## config.mk

```make
export PLATFORM = sky130hd
export DESIGN_NAME = clken_gen_multi
export DESIGN_NICKNAME = d
export VERILOG_FILES = /design/src/rtl/clken_gen_multi.sv
export SDC_FILE = /design/constraint.sdc
export NUM_CORES = 1
export LEC_CHECK = 0
export CAP_MARGIN = 20
export CORE_MARGIN = 3
export CORE_UTILIZATION = 45
export CTS_CLUSTER_SIZE = 8
export DETAILED_ROUTE_END_ITERATION = 8
export PLACE_DENSITY = 0.74
export SETUP_SLACK_MARGIN = 0.02
export SLEW_MARGIN = 0
export SYNTH_ARGS = -nofsm -noshare
export SYNTH_HDL_FRONTEND = slang
export SYNTH_SLANG_ARGS = --single-unit
```

## constraint.sdc

```tcl
create_clock -name clk -period 6.2 [get_ports clk]
set_clock_uncertainty 0.15 [all_clocks]
set_input_delay 1.24 -clock clk [delete_from_list [all_inputs] [get_ports clk]]
set_output_delay 1.24 -clock clk [all_outputs]
set_load 0.05 [all_outputs]
```

## src/rtl/clken_gen_multi.sv

```systemverilog
// Multi-channel frame-locked clock-enable generator: evenly spreads T_c strobes
// per FRAME master-clock cycles on each channel, with pause, resync and ce_d.
module clken_gen_multi #(
  parameter int CHANNELS = 2,
  parameter int FRAME    = 25,
  parameter int CNT_W    = 5
) (
  input  logic                      clk,
  input  logic                      reset,
  input  logic                      pause,
  input  logic                      resync,
  input  logic [CHANNELS*CNT_W-1:0] ticks,
  output logic [CHANNELS-1:0]       ce,
  output logic [CHANNELS-1:0]       ce_d,
  output logic                      frame_start,
  output logic [CNT_W-1:0]          phase
);

  localparam logic [CNT_W-1:0] LAST    = CNT_W'(FRAME - 1);
  localparam logic [CNT_W:0]   FRAME_V = (CNT_W + 1)'(FRAME);

  // Tick counts above FRAME saturate to one strobe per cycle.
  function automatic logic [CNT_W:0] sat_ticks(input logic [CNT_W-1:0] t);
    logic [CNT_W:0] tw;
    tw = {1'b0, t};
    return (tw > FRAME_V) ? FRAME_V : tw;
  endfunction

  function automatic logic [CNT_W:0] wrap_acc(input logic [CNT_W:0] a,
                                             input logic [CNT_W:0] t);
    logic [CNT_W+1:0] s;
    s = {1'b0, a} + {1'b0, t};
    if (s >= {1'b0, FRAME_V}) s = s - {1'b0, FRAME_V};
    return s[CNT_W:0];
  endfunction

  logic [CNT_W:0]      tick_sh [CHANNELS];
  logic [CNT_W:0]      acc     [CHANNELS];
  logic [CHANNELS-1:0] fire_p0;
  logic                boundary;

  always_comb begin
    boundary = resync || (phase == LAST);
    fire_p0  = '0;
    for (int c = 0; c < CHANNELS; c++) begin
      fire_p0[c] = (acc[c] < tick_sh[c]);
    end
  end

  // p0 -> p1: strobe decisions are registered onto ce/frame_start, then ce_d.
  always_ff @(posedge clk) begin
    if (reset) begin
      phase       <= '0;
      ce          <= '0;
      ce_d        <= '0;
      frame_start <= 1'b0;
      for (int c = 0; c < CHANNELS; c++) begin
        acc[c]     <= '0;
        tick_sh[c] <= sat_ticks(ticks[c*CNT_W +: CNT_W]);
      end
    end else begin
      ce_d <= ce;
      if (pause) begin
        ce          <= '0;
        frame_start <= 1'b0;
      end else begin
        ce          <= fire_p0;
        frame_start <= (phase == '0);
        if (boundary) begin
          phase <= '0;
          for (int c = 0; c < CHANNELS; c++) begin
            acc[c]     <= '0;
            tick_sh[c] <= sat_ticks(ticks[c*CNT_W +: CNT_W]);
          end
        end else begin
          phase <= phase + CNT_W'(1);
          for (int c = 0; c < CHANNELS; c++) begin
            acc[c] <= wrap_acc(acc[c], tick_sh[c]);
          end
        end
      end
    end
  end

endmodule

```

==> out/results.tsv <==
stage	metric	value	unit
routing	via_per_inst	5.32	
global_routing	grt_max_degree	15	
critical_path	cp.required	5.97	ns
global_routing	grt_overflow	0	
power_and_ir_drop	ir_drop	0.141	mV
die	die_h	77.2	um
sta	setup_viol	0	
synthesis	synth_top_family_by_area	simple AND/OR/NAND/NOR gates	
synthesis	ys_async_sr_fraction	0	%
routing	finalWirelength	4.21	mm
min_path	hp-start	ce[1]	
synthesis	synthAdderAreaFrac	16.0	%
clock_tree	cts_inserted_buffers	5	
clock_tree	cts.clk_slew.worst_paths	0.07	ns
die	io-pin-count	24	
synthesis	synth_mux_area_share	0.494	%
clock_tree	cts_resized	0	
die	die_w	77.2	um
routing	dr.pass1.iters	4	
routing	drt_iter0_drc	97	
clock_tree	tritoncts	yes	
outcome	status	finished, final reports clean	
global_routing	antenna_found_initial	0	
sta	fmax	0.325	GHz
die	core-area	4820	sq um
die	rows	25	
critical_path	worst-path-max-fanout	14	
power_and_ir_drop	p_seq_share	36.2	%
power_and_ir_drop	power_switching	0.247	mW
layout	diodes	0	
synthesis	ys_seq_elements	32	
synthesis	syn_nets	273	
critical_path	end_kind	register	
synthesis	synth_edf_count	22	
synthesis	synth_area_per_cell	9.87	sq um
clock_tree	clock_latency	0.28	ns
clock_tree	cts-htree-levels	2	
sta	finalHoldViolCount	0	
placed_design	place_congestion	0.793	
clock_tree	cts_sinks	32	
synthesis	synth_top_area_share	29.0	%
layout	nFillCells	440	
layout	utilization	55.6	%
layout	synthToLayoutAreaGrowth	17.4	%
min_path	hold_class	reg -> reg	
synthesis	seq_area_frac_synth	37.8	%
global_routing	grt_pass1_vias	1605	
synthesis	ys_types	47	
power_and_ir_drop	combPwrFrac	37.9	%
power_and_ir_drop	power_density	274	nW/um^2
placed_design	place_hpwl	3.38	mm
sta	post-route-min-period	3.08	ns
synthesis	synth_ff_type	edfxtp_1	
clock_tree	clock_path_buffers	2	
critical_path	r2r_start	acc[0][0]	
power_and_ir_drop	p_int	0.486	mW
synthesis	synth_xor_area_share	4.88	%
flow_run	maxCapViolations	0	
critical_path	crit_arrival	2.85	ns
power_and_ir_drop	p_leak	1.10	nW
placed_design	port_buffers	23	
sta	tightest_slew	0.595	ns
synthesis	synth_area	2280	sq um
layout	final_cell_mix	inv_1, ha_1, clkdlybuf4s50_1, edfxtp_1, nor2_1	
sta	setup_tns	0	ns
global_routing	grt_first_pass_wirelength	7.11	mm
power_and_ir_drop	switching_share	33.7	%
die	dieArea	5960	sq um
sta	rsz0062_at_grt	false	
critical_path	cp-start-kind	input pin	
synthesis	syn_inst	231	
routing	via_count	1717	
clock_tree	holdBufCountCts	0	
clock_tree	cts_setup_buffers	0	
routing	post-route-drc-count	0	
layout	drive_gt1_share	7.03	%
sta	drv_slew	0	
routing	ant_nets	0	
power_and_ir_drop	power_frac_clock	25.9	%
synthesis	synthTopCellsByArea	edfxtp_1, ha_1, dfxtp_1	
synthesis	yosys.area.top_type	edfxtp_1	
critical_path	crit_start	reset	
layout	layout.nets	297	
critical_path	crit_type	in -> reg	
synthesis	yosysWarnings	0	
clock_tree	cts_root_buf	clkbuf_8	
synthesis	synth_compound_area_share	17.5	%
sta	min_period_over_period	49.7	%
routing	wl_per_cell	13.0	um
global_routing	grt_util_all_layers	15.0	%
die	start_util	47.3	%
synthesis	yosys.area_share.simple	18.1	%
sta	slew_headroom	60.0	%
-- worst max-delay path: stages --
cell and delay (ns):
clkdlybuf4s50_1 0.58, nor2b_1 0.09, inv_1 0.38, and2_1 0.55
-- cell usage after synthesis, types with 4 or more instances --
library cell	count
clkbuf_1	5
inv_1	26
dfxtp_1	10
xnor2_1	7
ha_1	26
nor2b_1	9
a21oi_1	10
nor4b_1	4
a21o_1	4
nand2_1	8
nor2_1	19
o21ai_0	8
and3_1	4
edfxtp_1	22
and2_1	5
nand3_1	12
o31ai_1	4
-- final timing paths --
path	end	slack [ns]	depth (start not counted)
setup / recovery	tick_sh[0][3]	3.12	4
hold / removal	ce_d[1]	0.31	1
setup reg to reg	acc[0][4]	3.50	9
hold reg to reg	ce_d[1]	0.31	1
-- logic make-up (layout without fill, tap and decap cells) --
kind of cell,Yosys count,after routing
mux,1,1
simple gates,76,76
compound gates,51,51
xor+xnor,11,11
buf+inv,32,57
flops,32,32
fa+ha+maj,28,28
-- per-layer routing --
| metal | part of all wire (%) | global-route usage, % | vias to the layer above |
|---|---|---|---|
| met3 | 3.9 | 4.34 | 10 |
| met1 | 47 | 18.9 | 806 |
| met5 | 0 | 0 | - |
| met4 | 2.7 | 6.94 | 0 |
| li1 | - | - | 863 |
| met2 | 46 | 23.7 | 38 |
-- state kept, by name (all words and copies together), names as in the netlist --
name / flops
ce_d: 2
ce: 2
acc: 12
tick_sh: 10
phase: 5
frame_start: 1
-- area by class of cell --
class | count | area (sq um) | share of cell area (%)
Inverter | 26 | 97.6 | 3.65
Timing Repair Buffer | 23 | 230 | 8.60
Multi-Input combinational cell | 167 | 1300 | 48.5
Clock inverter | 3 | 37.5 | 1.40
Tap cell | 67 | 83.8 | 3.13
Sequential cell | 32 | 861 | 32.2
Clock buffer | 5 | 68.8 | 2.57
-- power by group through the flow --
| stage | Clock, mW | Combinational [mW] | Sequential, mW |
|---|---|---|---|
| floorplan | 0 | 0.212 | 0.275 |
| CTS | 0.194 | 0.278 | 0.266 |
| detailed placement | 0 | 0.276 | 0.270 |
| global placement | 0 | 0.271 | 0.269 |
| global route | 0.203 | 0.310 | 0.268 |
| finish | 0.189 | 0.278 | 0.265 |
-- stage by stage --
stage	cell area (sq um)	total power, mW	cells	worst slack (ns)	hold WS [ns]
2_1_floorplan	2280	0.486	231	3.62	0.334
3_3_place_gp	2570	0.540	315	2.85	0.306
3_5_place_dp	2570	0.546	315	2.80	0.310
4_1_cts	2680	0.738	323	3.10	0.315
5_1_grt	2680	0.781	323	3.00	0.334
6_report	2680	0.733	323	3.12	0.309
Power figures use the tool's default switching activity.
